$ cat config.mk
export PLATFORM = sky130hd
export DESIGN_NAME = rr_decoder_arbiter
export DESIGN_NICKNAME = d
export VERILOG_FILES = /design/src/rtl/rr_decoder_arbiter.sv
export SDC_FILE = /design/constraint.sdc
export NUM_CORES = 1
export LEC_CHECK = 0
export CAP_MARGIN = 20
export CORE_MARGIN = 8
export CORE_UTILIZATION = 62
export DETAILED_ROUTE_END_ITERATION = 6
export PLACE_DENSITY_LB_ADDON = 0.3
export SETUP_SLACK_MARGIN = 0.2
export SYNTH_ARGS = -nofsm -noshare
export SYNTH_HDL_FRONTEND = slang
export SYNTH_SLANG_ARGS = --single-unit
$ cat constraint.sdc
create_clock -name clk -period 11.8 [get_ports clk]
set_input_delay 2.36 -clock clk [delete_from_list [all_inputs] [get_ports clk]]
set_output_delay 2.36 -clock clk [all_outputs]
set_load 0.005 [all_outputs]
$ cat src/rtl/rr_decoder_arbiter.sv
// ---------------------------------------------------------------------------
// rr_decoder_arbiter
//
// Round-robin arbiter that hands one 16-slot shared resource to one of 16
// requesters at a time. The owner index is registered. The one-hot grant is
// a pure decode of that index, so it can never be multi-hot. The owner keeps
// the grant until it signals done or withdraws its request. The next search
// starts just after the previous owner.
//
// Optional feature (macro ARB_TIMEOUT_EN):
//   When defined, a grant is force-released after HOLD_MAX cycles. timeout
//   pulses for one cycle, coincident with the grant drop.
//   When undefined, there is no hold counter and timeout is tied low.
//
// Parameters:
//   HOLD_MAX     maximum grant length in cycles with timeout enabled (1..255)
//
// Ports:
//   clk          clock, all state changes on the rising edge
//   reset_n      synchronous active-low reset
//   req[15:0]    request vector, bit i = requester i wants the resource
//   done         current owner releases (ignored while idle)
//   grant[15:0]  one-hot grant, zero when no grant is active
//   grant_valid  a grant is active
//   grant_id     index of the current / last owner
//   timeout      one-cycle pulse after a forced release
// ---------------------------------------------------------------------------
module rr_decoder_arbiter #(
    parameter int HOLD_MAX = 16
) (
    input  logic        clk,
    input  logic        reset_n,
    input  logic [15:0] req,
    input  logic        done,
    output logic [15:0] grant,
    output logic        grant_valid,
    output logic [3:0]  grant_id,
    output logic        timeout
);

    localparam logic ST_IDLE  = 1'b0;
    localparam logic ST_GRANT = 1'b1;

    if (HOLD_MAX < 1 || HOLD_MAX > 255) begin : g_hold_max_range
        $error("rr_decoder_arbiter: HOLD_MAX must be within 1..255");
    end

    logic       state;
    logic [3:0] ptr;
    logic [3:0] winner;
    logic       winner_found;
    logic [3:0] search_idx;
    logic       release_normal;
    logic       force_release;

    // Circular priority search: ptr, ptr+1, ... wrapping through 15 to 0.
    always_comb begin
        winner       = 4'd0;
        winner_found = 1'b0;
        search_idx   = 4'd0;
        for (int i = 0; i < 16; i++) begin
            search_idx = ptr + 4'(i);
            if (!winner_found && req[search_idx]) begin
                winner_found = 1'b1;
                winner       = search_idx;
            end
        end
    end

    // done and a dropped request have the same effect, alone or together.
    assign release_normal = done || !req[grant_id];

`ifdef ARB_TIMEOUT_EN
    localparam logic [7:0] HOLD_LAST = 8'(HOLD_MAX - 1);

    logic [7:0] hold_cnt;
    logic       timeout_r;

    // A normal release in the same cycle wins, so no timeout is reported.
    assign force_release = !release_normal && (hold_cnt == HOLD_LAST);

    always_ff @(posedge clk) begin
        if (!reset_n) begin
            hold_cnt  <= 8'd0;
            timeout_r <= 1'b0;
        end else begin
            timeout_r <= (state == ST_GRANT) && force_release;
            // The count sits at zero while idle, so every grant starts from zero.
            if (state == ST_IDLE) begin
                hold_cnt <= 8'd0;
            end else if (hold_cnt != 8'hFF) begin
                hold_cnt <= hold_cnt + 8'd1;
            end
        end
    end

    assign timeout = timeout_r;
`else
    assign force_release = 1'b0;
    assign timeout       = 1'b0;
`endif

    always_ff @(posedge clk) begin
        if (!reset_n) begin
            state    <= ST_IDLE;
            ptr      <= 4'd0;
            grant_id <= 4'd0;
        end else begin
            case (state)
                ST_IDLE: begin
                    if (winner_found) begin
                        state    <= ST_GRANT;
                        grant_id <= winner;
                    end
                end
                default: begin
                    // Other requests wait until the arbiter is idle again.
                    // Every handover therefore has one zero-grant cycle.
                    if (release_normal || force_release) begin
                        state <= ST_IDLE;
                        ptr   <= grant_id + 4'd1;
                    end
                end
            endcase
        end
    end

    assign grant_valid = (state == ST_GRANT);
    assign grant       = grant_valid ? (16'd1 << grant_id) : 16'd0;

endmodule

==> results of run 1 <==
per-layer routing:
metal,global-route usage,share of wire
met2,0.421,0.47
met1,0.330,0.39
met4,0.0986,0.032
met5,0,0
met3,0.0538,0.11
layout make-up:
cell class                      instances  area share
Multi-Input combinational cell        321       0.777
Timing Repair Buffer                   44       0.121
Sequential cell                         9      0.0508
Tap cell                               70      0.0247
Inverter                               13      0.0145
Clock buffer                            4      0.0127
cell families (layout without fill, tap and decap cells):
| logic type | count (synthesis) | count (layout) | synth area share |
|---|---|---|---|
| AO/OA/AOI/OAI | 91 | 91 | 0.210 |
| XOR/XNOR | 12 | 12 | 0.0361 |
| adder cells (fa/ha/maj) | 13 | 13 | 0.0522 |
| buffers and inverters | 34 | 61 | 0.0578 |
| flip-flops | 9 | 9 | 0.0578 |
| multiplexers | 72 | 72 | 0.375 |
| other | 1 | 1 | 0.00120 |
| AND/OR/NAND/NOR | 132 | 132 | 0.210 |
registers in the layout, summed over array words and instances, names as in the netlist:
| name | cells |
|---|---|
| grant_id | 4 |
| grant_valid | 1 |
| ptr | 4 |
cells in the final DEF (no fill, tap or decap), types with 9 or more instances in the layout:
| cell | netlist | final |
|---|---|---|
| nand3_1 | 13 | 13 |
| nor2_1 | 44 | 44 |
| nand2_1 | 28 | 28 |
| clkdlybuf4s50_1 | 0 | 39 |
| ha_1 | 13 | 13 |
| a21oi_1 | 17 | 17 |
| mux2i_1 | 25 | 25 |
| dfxtp_1 | 9 | 9 |
| o21ai_0 | 13 | 13 |
| mux4_2 | 33 | 33 |
| inv_1 | 10 | 10 |
tightest hold or removal path, stage by stage, from the launching register on:
cell and delay (ns):
dfxtp_1 0.29, buf_4 0.20, nor2_1 0.12, a211oi_1 0.05
power breakdown:
group          switching [mW]  total (mW)  internal (mW)
combinational           0.443       0.760          0.317
sequential             0.0260      0.0659         0.0399
clock                  0.0120      0.0355         0.0235
worst min-delay path by stage:
stage | endpoint | slack, ns | cells after the start
6_report | ptr[3] | 0.72 | 3
2_1_floorplan | ptr[3] | 0.61 | 2
4_1_cts | ptr[3] | 0.71 | 3
5_1_grt | ptr[3] | 0.78 | 3
3_5_place_dp | ptr[3] | 0.70 | 3
3_3_place_gp | ptr[3] | 0.70 | 3
==> summary.txt, run 1 <==
Run status
  – Status: completed

Layout
  – Filler Cell Count: 399
  – Nets: 424
  – Ant. Diodes: 0
  – Post-layout util: 0.713
  – Post-route cell area: 0.00355 mm²
  – Final Instance Count excl. Fillers: 461
  – Register area: 180 µm²
  – Syn-to-layout area delta: 13.8%
  – Multi-input logic area: 0.00276 mm²
  – Share of cells above drive strength 1: 0.179

Timing
  – Relative slew margins: 0.331
  – Final WS setup: 5.97 ns
  – Fin. max-slew vios: 0
  – Final Hold Vio Count: 0
  – Final worst path period share: 0.494
  – Worst Clk Skew: 0.000155 ns
  – Max Freq: 0.172 GHz
  – Slew @ Worst Pin: 1.00 ns
  – RSZ-0062 raised after global routing: false
  – Hold WS: 0.722 ns
  – Setup violators final: 0
  – Post-layout min period: 5.83 ns
  – Setup_tns: 0 ns

Clock network
  – Clock Pin Slew Worst Setup and Hold Paths: 0.04 ns
  – CTS tree: built
  – Hold Buf Count CTS: 0
  – CTS buffer count: 3
  – Post-cts resize count: 0
  – Root Buffer: clkbuf_8
  – H-tree depth: 1
  – Clock Tree Buf Depth: 2
  – Clk sinks: 9
  – Setup Buffers After CTS: 0
  – Clk_lat worst skew: 0.23 ns

Detailed routing
  – ANT nets after route: 0
  – Vias: 3296
  – Post-Route WL: 9760 µm
  – 1st-iter DRT viols: 361
  – Drc violations: 0
  – DR pass1 iterations: 5
  – Vias/cell: 7.15
  – WL per Instance: 21.2 µm

Global routing
  – Initial antenna violation count: 0
  – Vias in the first global route: 3062
  – Overflow after GRT: 0
  – Largest net degree at the start of global routing: 33
  – First-pass GRT wire length: 15600 µm
  – Total track usage: 0.260

Hold path
  – HP Start: ptr[3]
  – HP Class: reg2reg

Setup path
  – Setup crit end: grant_id[2]
  – FF-to-FF path depth: 12
  – Crit Reg-Reg Endpoint: grant_id[2]
  – CP dominant cell by count: mux2i_1
  – Worst path slowest cell: or4_4
  – CP startpoint: req[14]
  – Crit path required time: 11.95 ns
  – Crit path capture type: flip-flop
  – CP arrival: 5.97 ns
  – CP peak stage delay: 0.58 ns
  – Reg-to-reg slack, setup: 6.64 ns
  – Crit Path Max Fanout: 8
  – Kind of critical path: in2reg
  – WP buf/inv: 1
  – Worst path top cell family by delay: simple AND/OR/NAND/NOR gates
  – Critical Path Start Type: input pin
  – Stages on worst setup path: 10
  – Crit path cell chain: clkdlybuf4s50_1, mux4_2, mux2i_1, mux2i_2, nand3b_4, or4_4, nor4_2, a21oi_1, mux2i_1, a211oi_1
  – Critical R2R Launch: ptr[0]

Placed design
  – Post-placement setup slack: 5.79 ns
  – Post-detail-place hpwl: 7540 µm
  – Final RePlAce weighted congestion: 0.958
  – Placed cells: 457
  – # port buffers: 39
  – Area after DPL: 0.00350 mm²

Floorplanning
  – Core area: 0.00498 mm²
  – Io pins: 41
  – Starting Density: 0.626
  – Std cell rows: 26
  – Full die area: 0.00755 mm²
  – Die width: 86.9 µm
  – Die Span Y: 86.9 µm

Synthesis
  – Syn_nets: 396
  – Top cells by count, synth: nor2_1 (44), mux4_2 (33), nand2_1 (28)
  – Syn. warnings: 0
  – Async S/R FF share, synth: 0
  – Post-synthesis sequential area ratio: 0.0578
  – Top-area cell type share of the netlist area: 0.238
  – Post-synthesis register bit count: 9
  – Leading area contributor after synthesis: mux4_2
  – Synth Cell Area: 0.00312 mm²
  – Synthesized instance count: 364
  – Post-synth EDFFs: 0
  – Synthesized area per cell: 8.56 µm²
  – Synth top area cells: mux4_2 (24%), mux2i_1 (8.0%), dfxtp_1 (5.8%)
  – Most used DFF post-synth: dfxtp_1
  – Yosys cell types: 67
  – Top-count cell post-synth: nor2_1

Run
  – Max-cap viol count: 0

Pwr
  – Lkg Pwr: 1.25 nW
  – Max VDD drop: 0.000174 V
  – Pwr/cell area: 243 mW/mm²
  – Overall power: 861 µW
Power figures use the tool's default switching activity.
==> run 2, diff against run 1 <==
--- a/config.mk
+++ b/config.mk
@@ -7,7 +7,7 @@
 export LEC_CHECK = 0
 export CAP_MARGIN = 20
 export CORE_MARGIN = 8
-export CORE_UTILIZATION = 62
+export CORE_UTILIZATION = 52
 export DETAILED_ROUTE_END_ITERATION = 6
 export PLACE_DENSITY_LB_ADDON = 0.3
 export SETUP_SLACK_MARGIN = 0.2
==> constraint.sdc (replaced) <==
create_clock -name clk -period 4.8 [get_ports clk]
set_input_delay 0.96 -clock clk [delete_from_list [all_inputs] [get_ports clk]]
set_output_delay 0.96 -clock clk [all_outputs]
set_load 0.005 [all_outputs]
==> summary.txt, run 2 (synthesis results as in run 1) <==
Floorplanning
  – Core area: 0.00585 mm² (+18%)
  – Die Span Y: 93.4 µm (+7.5%)
  – Starting Density: 0.533 (-0.0935)
  – Full die area: 0.00873 mm² (+16%)
  – Die width: 93.4 µm (+7.5%)
  – Std cell rows: 28 (+7.7%)
  – Io pins: 41 (unchanged)

Layout
  – Most frequent cells in the layout: nor2_1 (44), clkdlybuf4s50_1 (39), mux4_2 (33)
  – Share of cells above drive strength 1: 0.206 (+0.0269)
  – Multi-input logic area: 0.00276 mm² (about the same)
  – Commonest non-fill, non-tap cell in the layout: nor2_1
  – Nets: 436 (+2.8%)
  – Filler Cell Count: 512 (+28%)
  – Final Instance Count excl. Fillers: 478 (+3.7%)
  – Ant. Diodes: 0 (unchanged)
  – Register area: 180 µm² (unchanged)
  – Syn-to-layout area delta: 17.0%

Detailed routing
  – Vias: 3349 (+1.6%)
  – DR pass1 iterations: 5 (unchanged)
  – Post-Route WL: 10600 µm (+9.0%)
  – 1st-iter DRT viols: 393 (+8.9%)
  – Drc violations: 0 (unchanged)
  – ANT nets after route: 0 (unchanged)
  – Vias/cell: 7.01 (-2.0%)
  – WL per Instance: 22.3 µm (+5.1%)

Pwr
  – Clock Power Share: 0.040 (about the same)
  – Switching part of the total: 0.549 (-0.00885)
  – Sequential share of power: 0.076 (about the same)
  – Net Sw Power: 1.22 mW (+150%)
  – Combinational share of power: 0.884 (+0.002)
  – Pwr/cell area: 608 mW/mm² (+150%)
  – Max VDD drop: 0.000291 V (+67%)
  – Overall power: 2.22 mW (+160%)
  – Lkg Pwr: 1.31 nW (+4.6%)
  – Pint: 999 µW (+160%)

Timing
  – Slew @ Worst Pin: 0.747 ns (-0.257 ns)
  – Post-layout min period: 4.30 ns
  – Setup_tns: 0 ns (unchanged)
  – Max Freq: 0.233 GHz
  – Worst Clk Skew: 0.00207 ns (+0.00191 ns)
  – Relative slew margins: 0.500 (+0.170)
  – Setup violators final: 0 (unchanged)
  – Fin. max-slew vios: 0 (unchanged)
  – Final worst path period share: 0.896
  – Final Hold Vio Count: 0 (unchanged)
  – RSZ-0062 raised after global routing: false

Hold path
  – HP Start: ptr[1]
  – Hold endpoint: ptr[1]
  – Hold Path Depth: 4 (+1)
  – HP Class: reg2reg

Setup path
  – Critical R2R Launch: ptr[1]
  – Crit Reg-Reg Endpoint: grant_id[3]
  – CP peak stage delay: 0.60 ns (+0.02 ns)
  – Crit path cell chain: clkdlybuf4s50_1, mux4_2, mux2i_1, mux2i_2, nand3b_4, or4_4, or4_4, o31a_1, o221ai_1, a21oi_1
  – Kind of critical path: in2reg
  – Crit Path Max Fanout: 8 (unchanged)
  – Reg-to-reg slack, setup: 0.62 ns (-6.02 ns)
  – CP dominant cell by count: or4_4
  – FF-to-FF path depth: 12 (unchanged)
  – Crit path required time: 4.91 ns (-7.04 ns)
  – Crit path capture type: flip-flop
  – Worst path slowest cell: or4_4
  – CP arrival: 4.41 ns (-1.56 ns)
  – Critical Path Start Type: input pin

Global routing
  – First-pass GRT wire length: 17100 µm (+10%)
  – Met3 usage: 0.0409 (-0.0129)
  – M2 GR Usage: 0.389 (-0.0316)
  – Overflow after GRT: 0 (unchanged)
  – GR Util met1: 0.320 (-0.0102)
  – Vias in the first global route: 3176 (+3.7%)
  – Top Usage Layer GRT: met2
  – Initial antenna violation count: 0 (unchanged)
  – Largest net degree at the start of global routing: 31 (-6.1%)
  – Total track usage: 0.244 (-0.0159)

Placed design
  – Placed cells: 474 (+3.7%)
  – # port buffers: 39 (unchanged)
  – Post-detail-place hpwl: 8320 µm (+10%)
  – Final RePlAce weighted congestion: 1.11 (+16%)

Clock network
  – Clk sinks: 9 (unchanged)
  – Clk_lat worst skew: 0.23 ns (about the same)
  – Clock Pin Slew Worst Setup and Hold Paths: 0.05 ns (about the same)
  – CTS tree: built
  – H-tree depth: 1 (unchanged)
  – Clock Tree Buf Depth: 2 (unchanged)
  – Hold Buf Count CTS: 0 (unchanged)
  – Root Buffer: clkbuf_8
  – CTS buffer count: 3 (unchanged)

Run
  – Max-cap viol count: 0 (unchanged)

Run status
  – Status: completed
run 2: cell count changes in the layout (fill, tap and decap cells not counted), sizes merged:
| cell | delta |
|---|---|
| buf | +12 |
run 2: worst max path at each step:
| stage | start | to | cells past startpoint |
|---|---|---|---|
| floorplan | ptr[0] | grant_id[3] | 14 |
| global placement | req[0] | grant_id[3] | 10 |
| detailed placement | req[9] | grant_id[3] | 10 |
| CTS | ptr[0] | grant_id[3] | 11 |
| global route | req[13] | grant_id[3] | 10 |
| finish | req[9] | grant_id[3] | 10 |
run 2: power by group through the flow:
stage | clock, mW | combinational [mW] | sequential [mW]
CTS | 0.0894 | 1.91 | 0.167
floorplan | 0 | 1.42 | 0.125
detailed placement | 0 | 1.90 | 0.167
global placement | 0 | 1.91 | 0.168
finish | 0.0882 | 1.96 | 0.169
global route | 0.0950 | 2.11 | 0.176
run 2: critical path: cells and delay by family:
family                 cells  cell delay, ns
and+or+nand+nor            3            1.37
buffers and inverters      1            0.54
AOI/OAI and AO/OA          3            0.49
muxes                      3            1.03
run 2: area by class of cell:
type                       instances  share of cell area
clock buffer                       4              0.0123
inverter                          13              0.0141
multi-input combinational        321               0.756
sequential                         9              0.0494
tap                               75              0.0257
timing repair buffer              56               0.142
run 2: metal layers:
metal  vias up  routed length (µm)
met4         0                 379
met5         -                   0
met2       237                4950
met3        21                1190
li1       1506                   -
met1      1585                4120
run 2: what timing repair did:
| item | CTS | global route |
|---|---|---|
| gates resized for setup | 0 | 1 |
| buffers inserted | 0 | 0 |
| setup endpoints to repair | 0 | 1 |
run 2: stage by stage:
stage | cell area, µm² | hold WS, ns | worst slack, ns | util
CTS | 3640 | 0.756 | 0.465 | 0.623
global placement | 3600 | 0.729 | 0.353 | 0.615
detailed placement | 3600 | 0.738 | 0.297 | 0.615
global route | 3650 | 0.802 | 0.301 | 0.623
floorplan | 3120 | 0.605 | 0.749 | -
finish | 3650 | 0.753 | 0.501 | 0.623
